`src/rtl/hdmi_fifo_wr_arb.sv`:
```
// Round-robin, burst-granular write arbiter for the HDMI prefetch FIFO write port.
// Define HDMI_FIFO_WR_ARB_TIMEOUT_EN to enable the stalled-producer abort (TIMEOUT cycles).
module hdmi_fifo_wr_arb #(
  parameter int NUM_REQ = 4,
  parameter int DATA_W  = 32,
  parameter int LEN_W   = 8,
  parameter int TIMEOUT = 1023
) (
  input  logic                      clk,
  input  logic                      rst_n,
  input  logic [NUM_REQ-1:0]        req_valid,
  input  logic [NUM_REQ*LEN_W-1:0]  req_len,
  output logic [NUM_REQ-1:0]        req_gnt,
  input  logic [NUM_REQ*DATA_W-1:0] s_data,
  input  logic [NUM_REQ-1:0]        s_valid,
  output logic [NUM_REQ-1:0]        s_ready,
  output logic [NUM_REQ-1:0]        burst_done,
  input  logic                      fifo_wr_vld,
  output logic                      fifo_wr_en,
  output logic [DATA_W-1:0]         fifo_wr_data,
  output logic                      busy,
  output logic                      err_timeout
);

  localparam int PTR_W = $clog2(NUM_REQ);
  localparam logic [0:0] S_IDLE  = 1'b0;
  localparam logic [0:0] S_BURST = 1'b1;

  if (NUM_REQ < 2 || NUM_REQ > 8 || TIMEOUT < 1) begin : g_param_check
    $error("hdmi_fifo_wr_arb: NUM_REQ must be 2..8 and TIMEOUT at least 1");
  end

  logic [0:0]         state_q, state_d;
  logic [PTR_W-1:0]   ptr_q, ptr_d;
  logic [PTR_W-1:0]   idx_q, idx_d;
  logic [NUM_REQ-1:0] gnt_q, gnt_d;
  logic [LEN_W-1:0]   cnt_q, cnt_d;
  logic [PTR_W-1:0]   sel_idx, cand_idx;
  logic               sel_found;
  logic               xfer;
  logic               last;
  logic               abort;
  int                 cand;

  // Round-robin search starting just above the last serviced producer.
  always_comb begin
    // NOTE: every always_comb output gets a default first so no latch is inferred.
    sel_found = 1'b0;
    sel_idx   = '0;
    cand      = 0;
    cand_idx  = '0;
    for (int k = 1; k <= NUM_REQ; k++) begin
      cand     = (int'(ptr_q) + k) % NUM_REQ;
      cand_idx = PTR_W'(cand);
      if (!sel_found && req_valid[cand_idx]) begin
        sel_found = 1'b1;
        sel_idx   = cand_idx;
      end
    end
  end

  assign busy         = (state_q == S_BURST);
  assign req_gnt      = gnt_q;
  assign xfer         = busy && s_valid[idx_q] && fifo_wr_vld;
  assign last         = xfer && (cnt_q == '0) && !abort;
  assign s_ready      = busy ? (gnt_q & {NUM_REQ{fifo_wr_vld}}) : '0;
  assign fifo_wr_en   = xfer;
  assign fifo_wr_data = s_data[idx_q*DATA_W +: DATA_W];
  assign burst_done   = last ? gnt_q : '0;

`ifdef HDMI_FIFO_WR_ARB_TIMEOUT_EN
  localparam int STALL_W = $clog2(TIMEOUT + 1);

  logic [STALL_W-1:0] stall_q, stall_d;
  logic               stall_cyc;

  // Only a silent producer counts as a stall; FIFO backpressure never does.
  assign stall_cyc   = busy && fifo_wr_vld && !s_valid[idx_q];
  assign abort       = busy && (stall_q == STALL_W'(TIMEOUT));
  assign err_timeout = abort;

  always_comb begin
    stall_d = stall_q;
    if (!busy || xfer || abort) begin
      stall_d = '0;
    end else if (stall_cyc) begin
      stall_d = stall_q + 1'b1;
    end
  end

  always_ff @(posedge clk or negedge rst_n) begin
    if (!rst_n) begin
      stall_q <= '0;
    end else begin
      stall_q <= stall_d;
    end
  end
`else
  assign abort       = 1'b0;
  assign err_timeout = 1'b0;
`endif

  always_comb begin
    state_d = state_q;
    ptr_d   = ptr_q;
    idx_d   = idx_q;
    gnt_d   = gnt_q;
    cnt_d   = cnt_q;
    case (state_q)
      S_IDLE: begin
        if (sel_found) begin
          state_d = S_BURST;
          idx_d   = sel_idx;
          gnt_d   = {{(NUM_REQ-1){1'b0}}, 1'b1} << sel_idx;
          cnt_d   = req_len[sel_idx*LEN_W +: LEN_W];
        end
      end
      S_BURST: begin
        if (abort || last) begin
          state_d = S_IDLE;
          gnt_d   = '0;
          ptr_d   = idx_q;
        end else if (xfer) begin
          cnt_d = cnt_q - 1'b1;
        end
      end
      default: begin
        state_d = S_IDLE;
        gnt_d   = '0;
      end
    endcase
  end

  always_ff @(posedge clk or negedge rst_n) begin
    if (!rst_n) begin
      // NOTE: registered state uses non-blocking assignments only.
      state_q <= S_IDLE;
      ptr_q   <= PTR_W'(NUM_REQ - 1);
      idx_q   <= '0;
      gnt_q   <= '0;
      cnt_q   <= '0;
    end else begin
      state_q <= state_d;
      ptr_q   <= ptr_d;
      idx_q   <= idx_d;
      gnt_q   <= gnt_d;
      cnt_q   <= cnt_d;
    end
  end

endmodule

```
`config.mk`:
```
export PLATFORM = sky130hd
export DESIGN_NAME = hdmi_fifo_wr_arb
export DESIGN_NICKNAME = d
export VERILOG_FILES = /design/src/rtl/hdmi_fifo_wr_arb.sv
export SDC_FILE = /design/constraint.sdc
export NUM_CORES = 1
export LEC_CHECK = 0
export CAP_MARGIN = 20
export CORE_ASPECT_RATIO = 1.4
export CORE_MARGIN = 10
export CORE_UTILIZATION = 30
export CTS_CLUSTER_SIZE = 12
export DETAILED_ROUTE_END_ITERATION = 10
export GPL_TIMING_DRIVEN = 0
export MAX_ROUTING_LAYER = met4
export PLACE_DENSITY = 0.82
export REMOVE_ABC_BUFFERS = 1
export SYNTH_ARGS = -nofsm -noshare
export SYNTH_HDL_FRONTEND = slang
export SYNTH_SLANG_ARGS = --single-unit
```
`constraint.sdc`:
```
create_clock -name clk -period 3 [get_ports clk]
set_clock_uncertainty 0.15 [all_clocks]
set_input_delay 0.6 -clock clk [delete_from_list [all_inputs] [get_ports clk]]
set_output_delay 0.6 -clock clk [all_outputs]
set_load 0.02 [all_outputs]
```
* Word level (Yosys, flattened, before mapping)
Cells that the tools add are included.
** Cells by class
- Shift operators :: 3
- $add $sub $neg :: 5
- Reduce and logical (&&, ||, !) cells :: 14
- Mux-type cells :: 30
- $lt $le $gt $ge :: 5
- Bitwise gates (word level) :: 2
- Equality and inequality tests :: 4
** Operators by type and width (number)
- 128-bit by 8-bit variable part select with 32-bit output :: 1
- 32-bit by 6-bit variable part select with 8-bit output :: 1
- 8-bit 2-to-1 mux :: 3
- 4-bit 2-to-1 mux :: 4
- 8-bit case mux with 2 select lines :: 1
- 2-bit by 3-bit < comparator with 1-bit output (second input constant) :: 5
- 1-bit 2-to-1 mux :: 11
- 1-bit binary-select mux with 2-bit select :: 5
- 8-bit zero test :: 1
- 2-bit 2-to-1 mux :: 4
- 4-bit case mux with 2 select lines :: 1
- 8-bit by 1-bit subtractor with 8-bit output (second input constant) :: 1
- 1-bit logical AND :: 6
- 2-bit AND reduction :: 3
- 2-bit by 1-bit adder with 2-bit output (second input constant) :: 2
- 2-bit adder (second input constant) :: 2
- 4-bit AND :: 1
- 2-bit by 1-bit inequality test with 1-bit output (second input constant) :: 2
- 2-bit inequality test (second input constant) :: 2
- 1-bit by 2-bit left shift with 4-bit output (first input constant) :: 1
- 1-bit zero test :: 3
- 3-bit AND reduction :: 1
- 1-bit case mux with 2 select lines :: 1
- 1-bit inverter :: 1
** Storage, ports and cells
- Input port bits :: 171
- Output and inout port bits :: 47
- Word-level logic and storage cells :: 68
- Register bits :: 17

* Depth between registers and ports, before layout
Gate-level depths: netlist of run 1.
- Depth after elaboration :: 16
- Mapped depth :: 8
- Depth with buffers taken out :: 7

* Worst setup path before layout of run 1
OpenSTA, ideal clock, no wires.
- Kind :: reg2out
- From :: register cnt_q[0]
- To :: output port burst_done[0]
- Buffers on the path :: 1
- Stages on the path, launching flop included :: 7
- Arrival :: 1.752 ns
- Slack :: 0.498 ns
- Cell sequence :: dfrtp_1 > inv_1 > ha_1 > or4b_1 > nor3_1 > buf_2 > and2_1
** Between the ends
- Word-level cells in the longest chain between the ends :: 3
** RTL lines
- start, declared :: line 37 : logic [LEN_W-1:0] cnt_q, cnt_d;
- start signal, assigned :: line 147 : cnt_q <= cnt_d;
- 8-bit zero test :: line 65 : assign last = xfer && (cnt_q == '0) && !abort;
- 1-bit logical AND :: line 65
- 4-bit 2-to-1 mux :: line 69 : assign burst_done = last ? gnt_q : '0;
- end, declared :: line 17 : output logic [NUM_REQ-1:0] burst_done,
No other way between the ends.

* Final worst setup path of run 1
- From :: input port s_valid[2]
- To :: output port burst_done[1]
** Between the ends
- Word-level cells in the longest chain between the ends :: 6
** RTL lines
- start, declared :: line 15 : input logic [NUM_REQ-1:0] s_valid,
- 1-bit binary-select mux with 2-bit select :: line 64 : assign xfer = busy && s_valid[idx_q] && fifo_wr_vld;
- 1-bit 2-to-1 mux (implied by the code) :: line 64
- 1-bit logical AND (2 in series) :: line 64
- 1-bit logical AND :: line 65
- 4-bit 2-to-1 mux :: line 69
No other way between the ends. The select of a mux whose other input is x is not followed.

==> impl.org, run 1 <==
** Yosys
- Of the total synthesized cell area, the portion taken by full adders, half adders and majority gates is 1.133%.
- Cell area after synthesis :: between 0.002 and 0.0025 mm2
- For this run, the number of Yosys warnings is 0.
- Predominant post-synthesis flop cell :: sky130_fd_sc_hd__dfrtp_1
- Averaged over all synthesized cells, the footprint is 10.62 um2.
- Summing the areas of all and, or, nand and nor instances in the mapped netlist gives 18.47% of the synthesized area.
- Cell type with the largest total area after synthesis :: sky130_fd_sc_hd__mux4_2
- Compound-Gate Fraction of Synth Area :: 15.30%
- The synthesized netlist devotes 0% of its cell area to XOR and XNOR gates.
- Synth top area share :: 34.67%
- Async set or reset register ratio after synthesis :: between 90% and 100%
- Post-synthesis cell count :: 208
- Number of distinct standard cells referenced by the synthesized netlist :: 52
- Share of synthesized area spent on multiplexers :: 40.00%
- By area the synthesized netlist is led by sky130_fd_sc_hd__mux4_2, sky130_fd_sc_hd__dfrtp_1, sky130_fd_sc_hd__nand2_1.
- Post-synthesis sequential area ratio :: 19.38%
- Main combinational cell family by area after synthesis :: multiplexers
- Flip-flop and latch count after synthesis :: 17
- Number of enable flip-flop cells after synthesis :: 0

** Timing
- Setup total negative slack on the finished layout was measured at 0 ps.
- Count of final hold-check violations :: 0
- After layout, the worst path uses 96.17% of the clock period.
- The worst pin sits at a relative slew slack of 47.99%.
- The number of pins exceeding their max-slew limit in the final report is 0.
- Final Critical Period :: 2885 ps
- Worst setup slack after layout :: 114.9 ps
- Setup violations remaining at the end of the flow were counted as 0.
- For the pin with the worst max-slew slack, the measured transition is about 780 ps.
- Highest Clock Rate :: between 300 and 400 MHz

** Placed design
- The wire-length estimate of the detail-placed layout is 10.65 mm.
- In this run the tool buffered the top-level ports with 216 buffer cells.
- At the end of routability-driven placement, the weighted congestion stood at 0.9738.
- Number of placed instances with taps included :: 502
- At the placement stage, the worst setup path has a slack of -1039 ps.

** CTS
- After clock tree synthesis, the clock-pin slew on the worst setup and hold paths is about 70 ps.
- CTS H-tree lvls :: 1
- Hold-fix buffer count after cts :: 0
- The tree is rooted in a sky130_fd_sc_hd__clkbuf_8.
- Maximum root-to-sink buffer count :: 2
- Clock latency on the worst-skew pair, taken at its later pin, is 250 ps.
- TritonCTS built the clock tree.
- CTS buffer count :: 3
- The tree built by TritonCTS fans out to 17 sinks.

** Worst setup path
- Traced cell by cell, the critical path runs through clkdlybuf4s50_1 > mux4_2 > nand3_4 > nor3_4 > buf_4 > and2_1 > buf_2.
- Data on the critical path is required at its endpoint by between 2000 and 2500 ps.
- STA classifies the critical path startpoint as a primary input.
- Buf/Inv on CP :: 3
- In this run the worst path has a maximum fanout of 3.
- Critical-path top delay cell :: sky130_fd_sc_hd__mux4_2
- The worst setup path is captured at an output pin.
- Data arrival, critical path :: 2140 ps
- Kind of critical path :: primary input to output pin
- Top Family by Delay on Critical Path :: buffers and inverters
- Slowest stage delay, CP :: 500 ps

** Cells and area
- Leading cell type in the layout, fill and taps excluded :: sky130_fd_sc_hd__clkdlybuf4s50_1
- The final layout contains 597 nets.
- Most used cells in the layout excluding fill and tap cells :: sky130_fd_sc_hd__clkdlybuf4s50_1, sky130_fd_sc_hd__mux4_2, sky130_fd_sc_hd__nand2_1
- Relative area change from synthesis to final layout :: 108.4%
- The count of cells in the finished layout, fillers not included, comes to slightly above 500.
- The post-route netlist has 17.49% of its cells at a drive strength greater than 1.

** Floorplan
- Die Outline Area :: 0.01124 mm2
- Count of standard-cell rows :: 36
- Initial cell density of the core :: 31.23%
- Floorplan die height :: 121.5 um
- Measured along the x axis, the die boundary spans 92.51 um.
- Core ar. :: 0.007072 mm2
- In this run the count of I/O pins placed on the die edge is between 200 and 250.

** Detailed routing
- Number of search-and-repair iterations in the first detailed-routing pass :: 4
- Dividing the detail-routed via count by the number of cells gives 5.314.
- The count of nets left with antenna violations once routing finished came out at 0.
- Residual DRC :: 0
- Initial DRC Count :: 137
- For this block, the via count after detailed routing is about 2800.
- Total wire length after detailed routing :: 12.33 mm
- Average wire length per cell after detail routing :: 23.76 um

** Global routing
- Wire length of the first global-routing pass :: 17.59 mm
- The number of global-route vias before repair came to a little under 3000.
- Pin count of the biggest net entering global routing :: 24
- Global routing consumed, over all layers together, 21.30% of the routing resources.
- Summed over all layers, the global routing overflow is 0.
- The initial antenna violation count was 1.

** Min path
- In this run the worst hold path is classified as register to register.

** Power and ir drop
- Across the VDD grid, the largest voltage drop is between 0.15 and 0.2 mV.
- After layout, the design draws a total of roughly 0.0013 W.
- Leakage power summed over all cells :: 1.705 nW
- Power spread over the standard cell area amounts to 273.3 mW/mm2.

** Outcome
- The run finished with clean final reports.

** Flow run
- The tool flagged a number of max-cap violations equal to 0.
-- cells in the mapped netlist (3+ instances only) --
cell	n
sky130_fd_sc_hd__o21ai_0	10
sky130_fd_sc_hd__dfrtp_1	15
sky130_fd_sc_hd__o22ai_1	4
sky130_fd_sc_hd__nor3_1	4
sky130_fd_sc_hd__and2_1	4
sky130_fd_sc_hd__nor3b_1	3
sky130_fd_sc_hd__nand4_1	3
sky130_fd_sc_hd__nand3_1	5
sky130_fd_sc_hd__o211ai_1	3
sky130_fd_sc_hd__or3_1	3
sky130_fd_sc_hd__nor2b_1	4
sky130_fd_sc_hd__mux4_2	34
sky130_fd_sc_hd__clkbuf_1	6
sky130_fd_sc_hd__nand2_1	18
sky130_fd_sc_hd__o21a_1	3
sky130_fd_sc_hd__and3_1	5
sky130_fd_sc_hd__nor2_1	7
sky130_fd_sc_hd__buf_2	7
sky130_fd_sc_hd__a211o_1	3
sky130_fd_sc_hd__nor4_1	3
sky130_fd_sc_hd__inv_1	5
sky130_fd_sc_hd__mux2_2	6
sky130_fd_sc_hd__a21oi_1	5
sky130_fd_sc_hd__mux2i_1	5
sky130_fd_sc_hd__nand2b_1	3
sky130_fd_sc_hd__o31ai_1	5
-- report_power, final --
group          switching (W)  internal, W  total, W
registers          0.0000403     0.000261  0.000302
clock network      0.0000769    0.0000942  0.000171
logic               0.000304     0.000482  0.000785
total               0.000421     0.000837   0.00126
-- stage by stage --
stage / hold slack, ps / utilization [%] / instance area (um2)
2_1_floorplan: 154.4 / - / 2105
3_3_place_gp: 346.8 / 62.01 / 4385
3_5_place_dp: 374.6 / 62.77 / 4439
4_1_cts: 399.0 / 64.69 / 4574
5_1_grt: 427.1 / 65.07 / 4602
6_report: 406.4 / 65.07 / 4602
-- worst min-delay path: stages (launching register included) --
cell	delay (ps)
sky130_fd_sc_hd__dfrtp_1	390
sky130_fd_sc_hd__nand2_1	70
sky130_fd_sc_hd__nand4_1	60
-- state kept, by name, summed over array words and instances, names as in the netlist --
signal	cells
busy	1
cnt_q	8
idx_q	2
ptr_q	2
req_gnt	4
-- routing by layer --
layer  GRT usage, %  up-vias  routed length, um  part of all wire, %
met2          36.33      140               6337                   51
met1          21.94     1312               4395                   36
li1               -     1274                  -                    -
met5              -        -                  0                    0
met3          6.254       32                990                  8.0
met4          10.25        0                606                  4.9
-- cells by family (layout without fill, tap and decap cells) --
family	after synthesis	in the layout
mux	45	45
fa+ha+maj	2	2
simple gates	72	72
other cells	1	2
compound gates	47	47
buf+inv	24	239
flops	17	17
-- worst paths after layout --
kind,cells past startpoint,endpoint,slack (ps),start
worst max-delay path,7,burst_done[1],110,s_valid[2]
worst min-delay path,2,cnt_q[6],410,cnt_q[6]
worst max register to register,7,cnt_q[1],470,cnt_q[0]
worst min register to register,2,cnt_q[6],410,cnt_q[6]
max in group asynchronous,1,idx_q[0],1470,rst_n
min in group asynchronous,1,cnt_q[1],650,rst_n
-- repair_timing --
item / CTS / global route
pin swaps: 2 / 2
gates resized for setup: 18 / 7
buffers inserted: 8 / 4
setup endpoints to repair: 24 / 11
-- area by class of cell --
cell class / instances / area, um2
Tap cell: 95 / 118.9
Clock buffer: 4 / 45.04
Fill cell: 562 / 2470
Multi-Input combinational cell: 167 / 1702
Sequential cell: 17 / 432.9
Antenna cell: 1 / 2.502
Timing Repair Buffer: 230 / 2282
Inverter: 5 / 18.77
No activity file was read; power rests on OpenSTA's default activity.
==> run 2: changes to the inputs <==
--- a/config.mk
+++ b/config.mk
@@ -6,7 +6,7 @@
 export NUM_CORES = 1
 export LEC_CHECK = 0
 export CAP_MARGIN = 20
-export CORE_ASPECT_RATIO = 1.4
+export CORE_ASPECT_RATIO = 2
 export CORE_MARGIN = 10
 export CORE_UTILIZATION = 30
 export CTS_CLUSTER_SIZE = 12
==> run 2 against run 1 <==
Net effect: die area up 1.4%; critical endpoint is now burst_done[0]; via count up 1.3%; sequential share of layout area about the same; largest cell class unchanged.
==> impl.org, run 2 (synthesis gave the netlist of run 1 again) <==
** Worst setup path
- Critical Path Fanout Max :: 10 (+7)
- Critical path data required time :: 2250 ps (about the same)
- Setup crit start kind :: primary input
- Data arrival, critical path :: 2180 ps (+40 ps)
- The kind of cell with the highest combined delay along the critical path is buffers and inverters.
- Critical-path top delay cell :: sky130_fd_sc_hd__mux4_2
- CP Cell Sequence :: clkdlybuf4s50_1 > mux4_2 > nand3_4 > nor3_4 > and2_1 > clkdlybuf4s15_1
- Kind of critical path :: primary input to output pin
- Slowest stage delay, CP :: 500 ps (about the same)
- Kind of capture point of the worst setup path :: output pin
- The number of buffers and inverters on the critical path is 2 (-1).

** Placed design
- Gp weighted congestion :: 0.9634 (-1.1%)
- The HPWL reported at the end of detailed placement is 11.38 mm (+6.9%).
- I/O Buffers :: 216 (unchanged)
- The pre-CTS worst setup slack came to -1085 ps (-45.94 ps).

** Timing
- Number of slew-limit violations in the final report :: 0 (unchanged)
- The max-slew headroom at the worst pin is 46.49% (-1.5 points).
- Count of final hold-check violations :: 0 (unchanged)
- Setup repair after global routing missed its margin :: no
- Setup Viol. Count Final :: 0 (unchanged)
- The transition time at the pin with the least slew margin was 800.1 ps (+22.39 ps).
- The post-route minimum period was 2925 ps (+40.30 ps).
- Tcrit/Tclk final :: 97.51% (+1.3 points)
- The peak clock frequency supported by timing came to 341.8 MHz (-1.4%).
- Setup Total Neg Slack :: 0 ps (unchanged)
- The minimum setup slack in the final design is 74.61 ps (-40.30 ps).

** Detailed routing
- The via density per instance was 5.413 (+1.9%).
- The amount of wire on met3 after detailed routing came to 1.130 mm (+14%).
- Number of search-and-repair iterations in the first detailed-routing pass :: 4 (unchanged)
- The detailed-route wire length per cell came to 25.04 um (+5.4%).
- The post-route antenna net violation count was 0 (unchanged).
- Total number of vias :: 2793 (+1.3%)
- Initial DRC Count :: 163 (+19%)
- Amount of wire on met2 after detailed routing :: 7.110 mm (+12%)
- The met1 wire length is 3.959 mm (-9.9%).
- The residual DRC count came to 0 (unchanged).
- Highest metal layer with signal wires :: met4
- Total wire length after detailed routing :: 12.92 mm (+4.8%)

** CTS
- The post-CTS clock slew at the launch and capture registers of the worst setup and hold paths came to 50 ps (-20 ps).
- Hold-fix buffer count after cts :: 0 (unchanged)
- CTS tree :: done
- The cell sitting at the root of the clock tree is a sky130_fd_sc_hd__clkbuf_16.
- The number of buffers added by the clock tree synthesis step came to 3 (unchanged).
- The deepest level of the CTS H-tree was 1 (unchanged).
- Maximum root-to-sink buffer count :: 2 (unchanged)
- The clock latency at the later pin of the worst-skew pair is 260 ps (about the same).
- The clock sink count came to 17 (unchanged).

** Flow run
- Max-cap viol count :: 0 (unchanged)

** Cells and area
- Counting flops per register, the top entry is cnt_q.
- Share of layout cells above drive strength 1 :: 16.07% (-1.4 points)
- Leading cell type in the layout, fill and taps excluded :: sky130_fd_sc_hd__clkdlybuf4s50_1
- The number of nets in the layout was 591 (-1.0%).
- The area growth from synthesis to layout is 109.4%.
- Leaving out fill and tap cells, the most frequent cells in the layout are sky130_fd_sc_hd__clkdlybuf4s50_1, sky130_fd_sc_hd__mux4_2, sky130_fd_sc_hd__nand2_1.
- Largest register FFs :: 8 (unchanged)

** Floorplan
- Die Outline Area :: 0.01140 mm2 (+1.4%)
- The vertical die dimension was 141.3 um (+16%).
- The starting density of the core was 30.62% (-0.61 points).
- The core box area came to 0.007212 mm2 (+2.0%).
- Floorplan die width :: 80.67 um (-13%)
- The total I/O pin count was 218 (unchanged).
- Count of standard-cell rows :: 44 (+22%)

** Global routing
- Wire length of the first global-routing pass :: 18.56 mm (+5.5%)
- The remaining global-route overflow came to 0 (unchanged).
- Vias in the first global route :: 3129 (+7.1%)
- The initial antenna violation count is 6 (+5).
- The global-route total usage across every layer was 22.52% (+1.2 points).
- The largest net degree at the start of global routing was 24 (unchanged).

** Power and ir drop
- Pwr/cell area :: 297.5 mW/mm2 (+8.9%)
- The share of power burned in the clock network is 20.3% (+6.7 points).
- The static leakage power is 1.672 nW (-1.9%).
- Proportion of power drawn by combinational gates :: 57.6% (-4.8 points)
- The cell internal power dissipation was 0.0009230 W (+10%).
- Proportion of power drawn by flip-flops and latches :: 22.1% (-1.9 points)
- The switching component of the power came to 0.0004529 W (+7.6%).
- Switch share :: 32.92% (-0.53 points)
- The worst voltage drop across the vdd grid is 0.2078 mV (+8.0%).

** Min path
- The path class of the tightest hold or removal check is register to register.

** Outcome
- Run status :: completed
==> run 2: what timing repair did <==
action,in CTS,in global routing
setup buffers,4,2
endpoints found under the setup margin,27,12
resized for setup,16,3
pin swaps,1,2
cloned,0,0
==> run 2: tightest hold or removal path, stage by stage, from the launching register on <==
cell	delay, ps
sky130_fd_sc_hd__dfrtp_1	360
sky130_fd_sc_hd__nand2_1	60
sky130_fd_sc_hd__nand4_1	60
==> run 2: through the flow <==
step,cells,utilization [%],instance area (um2),hold slack [ps],total power (W)
floorplan,189,-,2105,154.4,0.0006465
global placement,497,60.76,4382,355.8,0.001053
detailed placement,499,61.50,4436,352.3,0.001079
CTS,507,63.38,4571,363.9,0.001376
global route,516,64.12,4624,424.0,0.001441
finish,516,64.12,4624,359.9,0.001376
==> run 2: area by class of cell <==
cell class              instances  area [um2]
well taps                      92       115.1
clock buffers                   3       75.07
multi-input cells             167        1702
fillers                       589        2587
diodes                          7       17.52
flip-flops and latches         17       432.9
clock inverters                 1       7.507
inverters                       5       18.77
repair buffers                224        2256
==> run 2: final timing paths <==
path	from	to	slack (ps)	cells after the start
max reg2reg	cnt_q[0]	cnt_q[1]	480	7
max	s_valid[3]	burst_done[0]	70	6
min in group asynchronous	rst_n	cnt_q[4]	660	1
min	cnt_q[6]	cnt_q[6]	360	2
max in group asynchronous	rst_n	idx_q[0]	1450	1
min reg2reg	cnt_q[6]	cnt_q[6]	360	2
==> run 2: per-layer routing <==
layer	vias up	global-route usage (%)
li1	1269	-
met1	1338	19.18
met2	153	41.10
met3	33	6.329
met4	0	13.57
met5	-	-
==> run 2: power groups by stage <==
stage / clock, W / combinational [W] / sequential (W)
final: 0.000279 / 0.000793 / 0.000304
after global routing: 0.000289 / 0.000842 / 0.000310
after CTS: 0.000281 / 0.000792 / 0.000303
after detailed placement: 0 / 0.000764 / 0.000315
after global placement: 0 / 0.000720 / 0.000333
after floorplan: 0 / 0.000327 / 0.000320
